===== config.mk =====
export PLATFORM = sky130hd
export DESIGN_NAME = mult_div_ctrl_flat
export DESIGN_NICKNAME = d
export VERILOG_FILES = /design/src/rtl/mult_div_ctrl_if.sv /design/src/rtl/mult_div_ctrl.sv /design/src/flat_wrapper.sv
export SDC_FILE = /design/constraint.sdc
export NUM_CORES = 2
export LEC_CHECK = 0
export BUFFER_PORTS_ARGS = -buffer_cell sky130_fd_sc_hd__buf_2
export CORE_MARGIN = 5
export CORE_UTILIZATION = 53
export DETAILED_ROUTE_END_ITERATION = 16
export PLACE_DENSITY = 0.69
export SETUP_SLACK_MARGIN = 0.02
export SYNTH_ARGS = -nofsm -noshare
export SYNTH_HDL_FRONTEND = slang
export SYNTH_SLANG_ARGS = --single-unit

===== constraint.sdc =====
create_clock -name clk -period 24.8 [get_ports clk]
set_input_delay 4.96 -clock clk [delete_from_list [all_inputs] [get_ports clk]]
set_output_delay 4.96 -clock clk [all_outputs]
set_load 0.02 [all_outputs]

===== src/rtl/mult_div_ctrl_if.sv =====
`timescale 1ns/1ps
`default_nettype none
// ============================================================================
//  Module : mult_div_ctrl_if
//  Brief  : EX-stage <-> multiply/divide controller handshake bundle.
//  Rev    : 1.0  initial release
// ============================================================================

`ifndef FUNCT_BUS
`define FUNCT_BUS 5:0
`endif
`ifndef DATA_BUS
`define DATA_BUS 31:0
`endif
`ifndef DOUBLE_DATA_BUS
`define DOUBLE_DATA_BUS 63:0
`endif
`ifndef FUNCT_MULT
`define FUNCT_MULT  6'h18
`endif
`ifndef FUNCT_MULTU
`define FUNCT_MULTU 6'h19
`endif
`ifndef FUNCT_DIV
`define FUNCT_DIV   6'h1A
`endif
`ifndef FUNCT_DIVU
`define FUNCT_DIVU  6'h1B
`endif

interface mult_div_ctrl_if;
  logic [`FUNCT_BUS]       funct;
  logic [`DATA_BUS]        operand_1;
  logic [`DATA_BUS]        operand_2;
  logic                    flush;
  logic                    stall_hold;
  logic                    mult_div_done;
  logic [`DOUBLE_DATA_BUS] mult_div_result;
  logic                    busy;

  modport master (
    output funct, operand_1, operand_2, flush, stall_hold,
    input  mult_div_done, mult_div_result, busy
  );

  modport slave (
    input  funct, operand_1, operand_2, flush, stall_hold,
    output mult_div_done, mult_div_result, busy
  );
endinterface

`default_nettype wire


===== src/rtl/mult_div_ctrl.sv =====
`timescale 1ns/1ps
`default_nettype none
// ============================================================================
//  Module : mult_div_ctrl
//  Brief  : Single-cycle multiply / iterative restoring divide for the EX stage.
//  Rev    : 1.0  initial release
// ============================================================================

`ifndef FUNCT_BUS
`define FUNCT_BUS 5:0
`endif
`ifndef DATA_BUS
`define DATA_BUS 31:0
`endif
`ifndef DOUBLE_DATA_BUS
`define DOUBLE_DATA_BUS 63:0
`endif
`ifndef FUNCT_MULT
`define FUNCT_MULT  6'h18
`endif
`ifndef FUNCT_MULTU
`define FUNCT_MULTU 6'h19
`endif
`ifndef FUNCT_DIV
`define FUNCT_DIV   6'h1A
`endif
`ifndef FUNCT_DIVU
`define FUNCT_DIVU  6'h1B
`endif

module mult_div_ctrl #(
  parameter int DIV_CYCLES = 32
) (
  input  logic          clk,
  input  logic          rst_n,
  mult_div_ctrl_if.slave md_if
);

  localparam int              CNT_W    = (DIV_CYCLES > 1) ? $clog2(DIV_CYCLES) : 1;
  localparam logic [CNT_W-1:0] CNT_LAST = CNT_W'(DIV_CYCLES - 1);

  localparam logic [1:0] S_IDLE = 2'd0;
  localparam logic [1:0] S_MUL  = 2'd1;
  localparam logic [1:0] S_DIV  = 2'd2;
  localparam logic [1:0] S_DONE = 2'd3;

  logic [1:0]              state_q,  state_d;
  logic [`DATA_BUS]        op_a_q,   op_a_d;
  logic [`DATA_BUS]        op_b_q,   op_b_d;
  logic                    signed_q, signed_d;
  logic [CNT_W-1:0]        cnt_q,    cnt_d;
  logic [`DATA_BUS]        rem_q,    rem_d;
  logic [`DATA_BUS]        quo_q,    quo_d;
  logic [`DOUBLE_DATA_BUS] result_q, result_d;

  logic             w_in_div;
  logic             w_in_mul;
  logic             w_in_signed;
  logic             w_start;
  logic [`DATA_BUS] w_in_a_mag;

  logic             w_a_neg;
  logic             w_b_neg;
  logic [`DATA_BUS] w_b_mag;
  logic             w_div_by_zero;
  logic             w_last_iter;

  logic [32:0]      w_shift;
  logic             w_ge;
  logic [`DATA_BUS] w_diff;
  logic [`DATA_BUS] w_rem_step;
  logic [`DATA_BUS] w_quo_step;
  logic [`DATA_BUS] w_rem_fix;
  logic [`DATA_BUS] w_quo_fix;

  logic [63:0]      w_mul_a;
  logic [63:0]      w_mul_b;
  logic [63:0]      w_prod;

  // Instruction decode and operand magnitude for the divider load.
  assign w_in_mul    = (md_if.funct == `FUNCT_MULT) || (md_if.funct == `FUNCT_MULTU);
  assign w_in_div    = (md_if.funct == `FUNCT_DIV)  || (md_if.funct == `FUNCT_DIVU);
  assign w_in_signed = (md_if.funct == `FUNCT_MULT) || (md_if.funct == `FUNCT_DIV);
  assign w_start     = (w_in_mul || w_in_div) && !md_if.flush;
  assign w_in_a_mag  = (w_in_signed && md_if.operand_1[31]) ? (~md_if.operand_1 + 32'd1)
                                                            : md_if.operand_1;

  assign w_a_neg       = signed_q && op_a_q[31];
  assign w_b_neg       = signed_q && op_b_q[31];
  assign w_b_mag       = w_b_neg ? (~op_b_q + 32'd1) : op_b_q;
  assign w_div_by_zero = (op_b_q == 32'd0);
  assign w_last_iter   = (cnt_q == CNT_LAST);

  // One restoring step: the true difference is below 2^32 whenever w_ge holds.
  assign w_shift    = {rem_q, quo_q[31]};
  assign w_ge       = (w_shift >= {1'b0, w_b_mag});
  assign w_diff     = w_shift[31:0] - w_b_mag;
  assign w_rem_step = w_ge ? w_diff : w_shift[31:0];
  assign w_quo_step = {quo_q[30:0], w_ge};

  assign w_quo_fix = (signed_q && (op_a_q[31] ^ op_b_q[31])) ? (~w_quo_step + 32'd1) : w_quo_step;
  assign w_rem_fix = w_a_neg ? (~w_rem_step + 32'd1) : w_rem_step;

  // Low 64 bits of the sign-extended product are exact for both signednesses.
  assign w_mul_a = {{32{w_a_neg}}, op_a_q};
  assign w_mul_b = {{32{w_b_neg}}, op_b_q};
  assign w_prod  = w_mul_a * w_mul_b;

  // State register
  always_ff @(posedge clk or negedge rst_n) begin
    if (!rst_n) begin
      state_q <= S_IDLE;
    end else begin
      state_q <= state_d;
    end
  end

  // Next-state logic; flush overrides every transition.
  always_comb begin
    state_d = state_q;
    case (state_q)
      S_IDLE: begin
        if (w_start) begin
          state_d = w_in_div ? S_DIV : S_MUL;
        end
      end
      S_MUL: begin
        state_d = S_DONE;
      end
      S_DIV: begin
        if (w_div_by_zero || w_last_iter) begin
          state_d = S_DONE;
        end
      end
      S_DONE: begin
        if (!md_if.stall_hold) begin
          state_d = S_IDLE;
        end
      end
      default: begin
        state_d = S_IDLE;
      end
    endcase
    if (md_if.flush) begin
      state_d = S_IDLE;
    end
  end

  // Output logic
  always_comb begin
    md_if.mult_div_done   = (state_q == S_DONE);
    md_if.busy            = (state_q == S_MUL) || (state_q == S_DIV);
    md_if.mult_div_result = result_q;
  end

  // Datapath next-state
  always_comb begin
    op_a_d   = op_a_q;
    op_b_d   = op_b_q;
    signed_d = signed_q;
    cnt_d    = cnt_q;
    rem_d    = rem_q;
    quo_d    = quo_q;
    result_d = result_q;
    case (state_q)
      S_IDLE: begin
        if (w_start) begin
          op_a_d   = md_if.operand_1;
          op_b_d   = md_if.operand_2;
          signed_d = w_in_signed;
          cnt_d    = '0;
          rem_d    = 32'd0;
          quo_d    = w_in_a_mag;
        end
      end
      S_MUL: begin
        if (!md_if.flush) begin
          result_d = w_prod;
        end
      end
      S_DIV: begin
        if (!md_if.flush) begin
          if (w_div_by_zero) begin
            result_d = {op_a_q, 32'hFFFF_FFFF};
          end else begin
            rem_d = w_rem_step;
            quo_d = w_quo_step;
            cnt_d = cnt_q + CNT_W'(1);
            if (w_last_iter) begin
              result_d = {w_rem_fix, w_quo_fix};
            end
          end
        end
      end
      default: begin
      end
    endcase
  end

  always_ff @(posedge clk or negedge rst_n) begin
    if (!rst_n) begin
      op_a_q   <= 32'd0;
      op_b_q   <= 32'd0;
      signed_q <= 1'b0;
      cnt_q    <= '0;
      rem_q    <= 32'd0;
      quo_q    <= 32'd0;
      result_q <= 64'd0;
    end else begin
      op_a_q   <= op_a_d;
      op_b_q   <= op_b_d;
      signed_q <= signed_d;
      cnt_q    <= cnt_d;
      rem_q    <= rem_d;
      quo_q    <= quo_d;
      result_q <= result_d;
    end
  end

endmodule

`default_nettype wire


===== src/flat_wrapper.sv =====
// flat-port wrapper written by rule: the top's interface ports become plain ports
module mult_div_ctrl_flat 
#(
  parameter int DIV_CYCLES = 32
)
  (clk, rst_n, md_if_funct, md_if_operand_1, md_if_operand_2, md_if_flush, md_if_stall_hold, md_if_mult_div_done, md_if_mult_div_result, md_if_busy);
  mult_div_ctrl_if md_if_i ();
  input  logic clk;
  input  logic rst_n;
  input wire logic [$bits(md_if_i.funct)-1:0] md_if_funct;
  input wire logic [$bits(md_if_i.operand_1)-1:0] md_if_operand_1;
  input wire logic [$bits(md_if_i.operand_2)-1:0] md_if_operand_2;
  input wire logic [$bits(md_if_i.flush)-1:0] md_if_flush;
  input wire logic [$bits(md_if_i.stall_hold)-1:0] md_if_stall_hold;
  output wire logic [$bits(md_if_i.mult_div_done)-1:0] md_if_mult_div_done;
  output wire logic [$bits(md_if_i.mult_div_result)-1:0] md_if_mult_div_result;
  output wire logic [$bits(md_if_i.busy)-1:0] md_if_busy;
  assign md_if_i.funct = md_if_funct;
  assign md_if_i.operand_1 = md_if_operand_1;
  assign md_if_i.operand_2 = md_if_operand_2;
  assign md_if_i.flush = md_if_flush;
  assign md_if_i.stall_hold = md_if_stall_hold;
  assign md_if_mult_div_done = md_if_i.mult_div_done;
  assign md_if_mult_div_result = md_if_i.mult_div_result;
  assign md_if_busy = md_if_i.busy;
  mult_div_ctrl #(.DIV_CYCLES(DIV_CYCLES)) u_core (.clk(clk), .rst_n(rst_n), .md_if(md_if_i));
endmodule

* After elaboration in Yosys (flattened, before gate mapping)
Index checks and enable logic that the tools add are counted.
W data, S select, Z words.
** Storage, ports and cells
- Logic and storage cells :: 85
- Output and inout bits :: 66
- Register bits :: 200
- Bits of input ports :: 74
** Cells by class
- Bitwise gates (word level) :: 5
- $mul :: 1
- Add/subtract/negate cells :: 6
- Reductions and logical operators :: 20
- Equal/unequal tests :: 16
- Multiplexer cells :: 28
- $lt $le $gt $ge :: 1
** Operator list (count)
- $mux W32 :: 11
- $mux W64 :: 4
- $add A32 B1 Y32 const B :: 4
- $not A32 Y32 :: 4
- $pmux W32 S2 :: 2
- $pmux W64 S2 :: 1
- $mul A33 B33 Y64 :: 1
- $ge A33 B32 Y1 :: 1
- $logic_not A32 Y1 :: 1
- $sub A32 B32 Y32 :: 1
- $eq A6 B5 Y1 const B :: 4
- $mux W5 :: 3
- $mux W2 :: 5
- $pmux W5 S2 :: 1
- $pmux W2 S4 :: 1
- $reduce_and A4 Y1 :: 2
- $logic_or A1 B1 Y1 :: 6
- $ne A2 B2 Y1 const B :: 3
- $ne A3 B2 Y1 const B :: 2
- $add A5 B1 Y5 const B :: 1
- $eq A5 B5 Y1 const B :: 1
- $logic_and A1 B1 Y1 :: 5
- $eq A2 B2 Y1 const B :: 2
- $reduce_bool A2 Y1 :: 2
- other kinds (9) :: 9

* Logic depth before layout (Yosys ltp)
- Depth after elaboration :: 12
- Depth in mapped cells :: 33
- Mapped depth without buffers :: 30

* Worst setup path before layout
OpenSTA, ideal clock, no wires.
- Path kind :: reg2reg
- From :: register u_core.op_a_q[31]
- To :: register u_core.result_q[63], in the netlist u_core.md_if.mult_div_result[63]
- Period minus slack after synthesis :: 8.745 ns
- Data arrival time :: 8.615 ns
- Cell stages (with the launch flop) :: 32
- Path buffers :: 3
- Library setup time :: 0.130 ns
- Setup slack :: 16.055 ns
- Required time :: 24.670 ns
- Cell sequence :: dfrtp_1 -> and2_1 -> clkbuf_1 -> clkbuf_1 -> buf_1 -> nand2_1 -> inv_1 -> fa_1 -> fa_1 -> fa_1 -> inv_1 -> fa_1 -> inv_1 -> fa_1 -> fa_1 -> fa_1 -> inv_1 -> fa_1 -> inv_1 -> ha_1 -> nand2_1 -> nor4_1 -> and3_1 -> nand4_1 -> a21oi_1 -> o21a_1 -> o21ai_1 -> o41a_1 -> nor3_1 -> mux2i_1 -> o21a_1 -> a31oi_1
** Between the ends
- Longest elaborated chain between the ends :: 6
- Elaborated cells between the ends (all ways) :: 8
- Classes of those cells :: mul (1); mux (6); reduce/logical (1)
** RTL lines
- start, declared :: RTL line mult_div_ctrl.sv:48 : logic [`DATA_BUS] op_a_q, op_a_d;
- start signal, assigned :: RTL line mult_div_ctrl.sv:210 : op_a_q <= op_a_d;
- parallel branches: the longest is 5 deep, another holds $mul A33 B33 Y64
- $pmux W64 S2 * :: RTL line mult_div_ctrl.sv:165 : case (state_q)
- end signal, assigned :: RTL line mult_div_ctrl.sv:216 : result_q <= result_d;
- end, declared :: RTL line mult_div_ctrl.sv:54 : logic [`DOUBLE_DATA_BUS] result_q, result_d;
Mark *: on every way between the ends. The select of a mux whose other input is x is not followed.
A chain may end at the register's enable or synchronous reset.

* Worst setup path in the final report
Ends and elaborated chain as after synthesis.

==> flow_summary.toml <==
[timing]
setup_ws_ns = 14.62
fmax_mhz = 98.23
period_needed_ns = 10.18
max_slew_margin = 0.1986
whs_ns = 0.4773
rsz0062_at_grt = "no"
finalCritPeriodShare = 0.4105
setup_viol_count_final = 0
worst_pin_slew_ns = 1.202
hold_violations = 0
skew_ns = 0.02033
maxSlewViolCount = 0
setup_tns_ns = 0

[global_routing]
grt_pass1_wl_um = 252800
grt_util_met2 = 0.5302
grt-ovfl-total = 0
antenna_found_initial = 13
top_usage_layer = "met2"
grt_pass1_vias = 43510
use_met1 = 0.3960
grtUsageTotal = 0.3159
grt_max_degree = 87
met3_usage = 0.05741

[cts]
clk_latency_ns = 0.48
cts.path.max_buffers = 2
cts_num_sinks = 200
ctsHtreeMaxLevel = 4
cts_tree = "done"
cts_resized = 0
numCtsBuffers = 17
post_cts_buffers = 0
clk_pin_slew_ns = 0.09
clock-root-buffer = "clkbuf_16"
postCtsHoldBufs = 0

[route]
drt_wl_total_um = 160700
drtIter0Drc = 3343
num_vias = 40780
wl_per_cell_um = 23.10
dr.pass1.iters = 6
via_per_inst = 5.861
detail-route-antenna-nets = 0
drc = 0

[setup_path]
slowest_delay_ns = 0.65
crit_path_frequent_cell = "fa_1"
path_class = "reg2reg"
cp_max_fo = 33
cp-end-kind = "register"
startpoint_type = "register"
rrSetupSlack_ns = 14.62
slowest_stage = "nor4_1"
required_ns = 25.15
cp.arrival_ns = 10.53

[yosys]
yosys_register_bits = 200
syn_nets = 7230
synth-async-reset-ratio = 1.000
yosysSeqAreaShare = 0.09665
netlist_instances = 5774
ys_types = 98
synthTopCellsByArea = "fa_1, dfrtp_1, inv_1"
synth_area_leader_cell = "fa_1"
yosys_most_used_dff = "dfrtp_1"
synth_edf_count = 0
yosys_warnings = 0
syn_area_per_cell_um2 = 8.968
yosysTopAreaCellShare = 0.4353
netlist_area_um2 = 51780

[placement]
dp_hpwl_um = 121200
post-place-ws_ns = 14.84
numPortBuffers = 139
gp_congestion = 0.9821

[job]
cap_violations = 0

[floorplan]
die_y_um = 322.6
die_w_um = 322.6
num_rows = 114
die_area_um2 = 104100
coreArea_um2 = 96850
io_pins = 140
initial_core_util = 0.5347

[finish]
n_fill_cell = 8748
layout-drive-gt1-share = 0.06729
syn2layout_area_growth_pct = 4.352
nNetsFinal = 7120

[run_status]
status = "finished, final reports clean"

[worst_hold_path]
hold_path.class = "reg2reg"
==> final timing paths <==
| path | start | endpoint | depth (start not counted) |
|---|---|---|---|
| max | u_core.op_a_q[31] | u_core.md_if.mult_div_result[63] | 28 |
| min | u_core.md_if.mult_div_result[27] | u_core.md_if.mult_div_result[27] | 2 |
| max reg2reg | u_core.op_a_q[31] | u_core.md_if.mult_div_result[63] | 28 |
| min reg2reg | u_core.md_if.mult_div_result[27] | u_core.md_if.mult_div_result[27] | 2 |
| max in group asynchronous | rst_n | u_core.rem_q[12] | 3 |
| min in group asynchronous | rst_n | u_core.md_if.mult_div_result[11] | 1 |
==> metal layers <==
metal / part of all wire / wire [um]
met1: 0.37 / 59670
met2: 0.48 / 77350
met3: 0.084 / 13550
met4: 0.063 / 10070
met5: 0.00050 / 81
==> cell families (layout without fill, tap and decap cells) <==
| group | Yosys count | after routing | share of synthesized area |
|---|---|---|---|
| flip-flops | 200 | 200 | 0.09665 |
| adder cells (fa/ha/maj) | 1382 | 1382 | 0.4972 |
| multiplexers | 85 | 85 | 0.01805 |
| AO/OA/AOI/OAI | 701 | 701 | 0.08909 |
| AND/OR/NAND/NOR | 1692 | 1692 | 0.1542 |
| other | 0 | 4 | 0 |
| buffers and inverters | 1511 | 1414 | 0.1105 |
| XOR/XNOR | 203 | 203 | 0.03434 |
==> critical path: cells and delay by family (launching register included) <==
kind            cells  cell delay, ns
mux                 1            0.22
fa+ha+maj           9            4.55
simple gates        7            2.39
compound gates      6            1.23
buf+inv             5            1.01
flops               1            0.62
==> flip-flops by register name, indices dropped and copies added (netlist names) <==
signal	flops
u_core.signed_q	1
u_core.md_if.mult_div_result	64
u_core.rem_q	32
u_core.quo_q	32
u_core.op_b_q	32
u_core.cnt_q	5
u_core.op_a_q	32
u_core.state_q	2
==> synth_stat cells (17+ instances only) <==
master / instances
ha_1: 256
nand2b_1: 27
dfrtp_1: 200
and3_1: 34
a21o_1: 59
mux2i_1: 18
xor2_1: 88
mux2_2: 67
a21oi_1: 143
nand3_1: 48
or3_1: 17
a22oi_1: 18
buf_2: 27
buf_1: 42
fa_1: 1126
a211oi_1: 18
a31oi_1: 29
nor3_1: 63
nand2_1: 877
nand4_1: 19
o22ai_1: 32
clkbuf_1: 287
inv_1: 1150
o31ai_1: 25
xnor2_1: 115
nor2_1: 164
and2_1: 356
o21ai_0: 188
nor2b_1: 18
o21bai_1: 17
==> through the flow <==
stage / cell area, um^2 / utilization / instances
final: 54040 / 0.5579 / 6957
after floorplan: 51780 / - / 5774
after detailed placement: 53420 / 0.5516 / 6921
after global routing: 54030 / 0.5579 / 6954
after global placement: 53420 / 0.5516 / 6921
after CTS: 54030 / 0.5578 / 6953
==> area by class of cell <==
cell class,count,area [um^2],area share
clock buffers,19,452.9,0.008382
inverters,1151,4320,0.07995
flip-flops and latches,200,5006,0.09264
diodes,4,10.01,0.0001852
well taps,1276,1597,0.02955
repair buffers,231,1395,0.02582
clock inverters,13,153.9,0.002848
multi-input cells,4063,41100,0.7606
==> cell usage in the layout (no fill, tap or decap), types with 12 or more instances in the layout <==
master and n:
a211oi_1 18, a21o_1 59, a21oi_1 143, a221o_1 13
a221oi_1 12, a22oi_1 18, a31oi_1 29, and2_1 356
and3_1 34, buf_2 138, buf_4 92, clkbuf_16 17
dfrtp_1 199, fa_1 1126, ha_1 255, inv_1 1150
mux2_2 67, mux2i_1 18, nand2_1 876, nand2b_1 27
nand3_1 48, nand4_1 19, nor2_1 164, nor2b_1 18
nor3_1 61, nor4_1 16, o211ai_1 15, o21a_1 12
o21ai_0 188, o21ai_1 14, o21bai_1 17, o22ai_1 32
o31ai_1 25, or3_1 16, xnor2_1 115, xor2_1 88
Power is not shown: default switching activity piles up to over one toggle a cycle in this logic, so the estimate is an artifact.
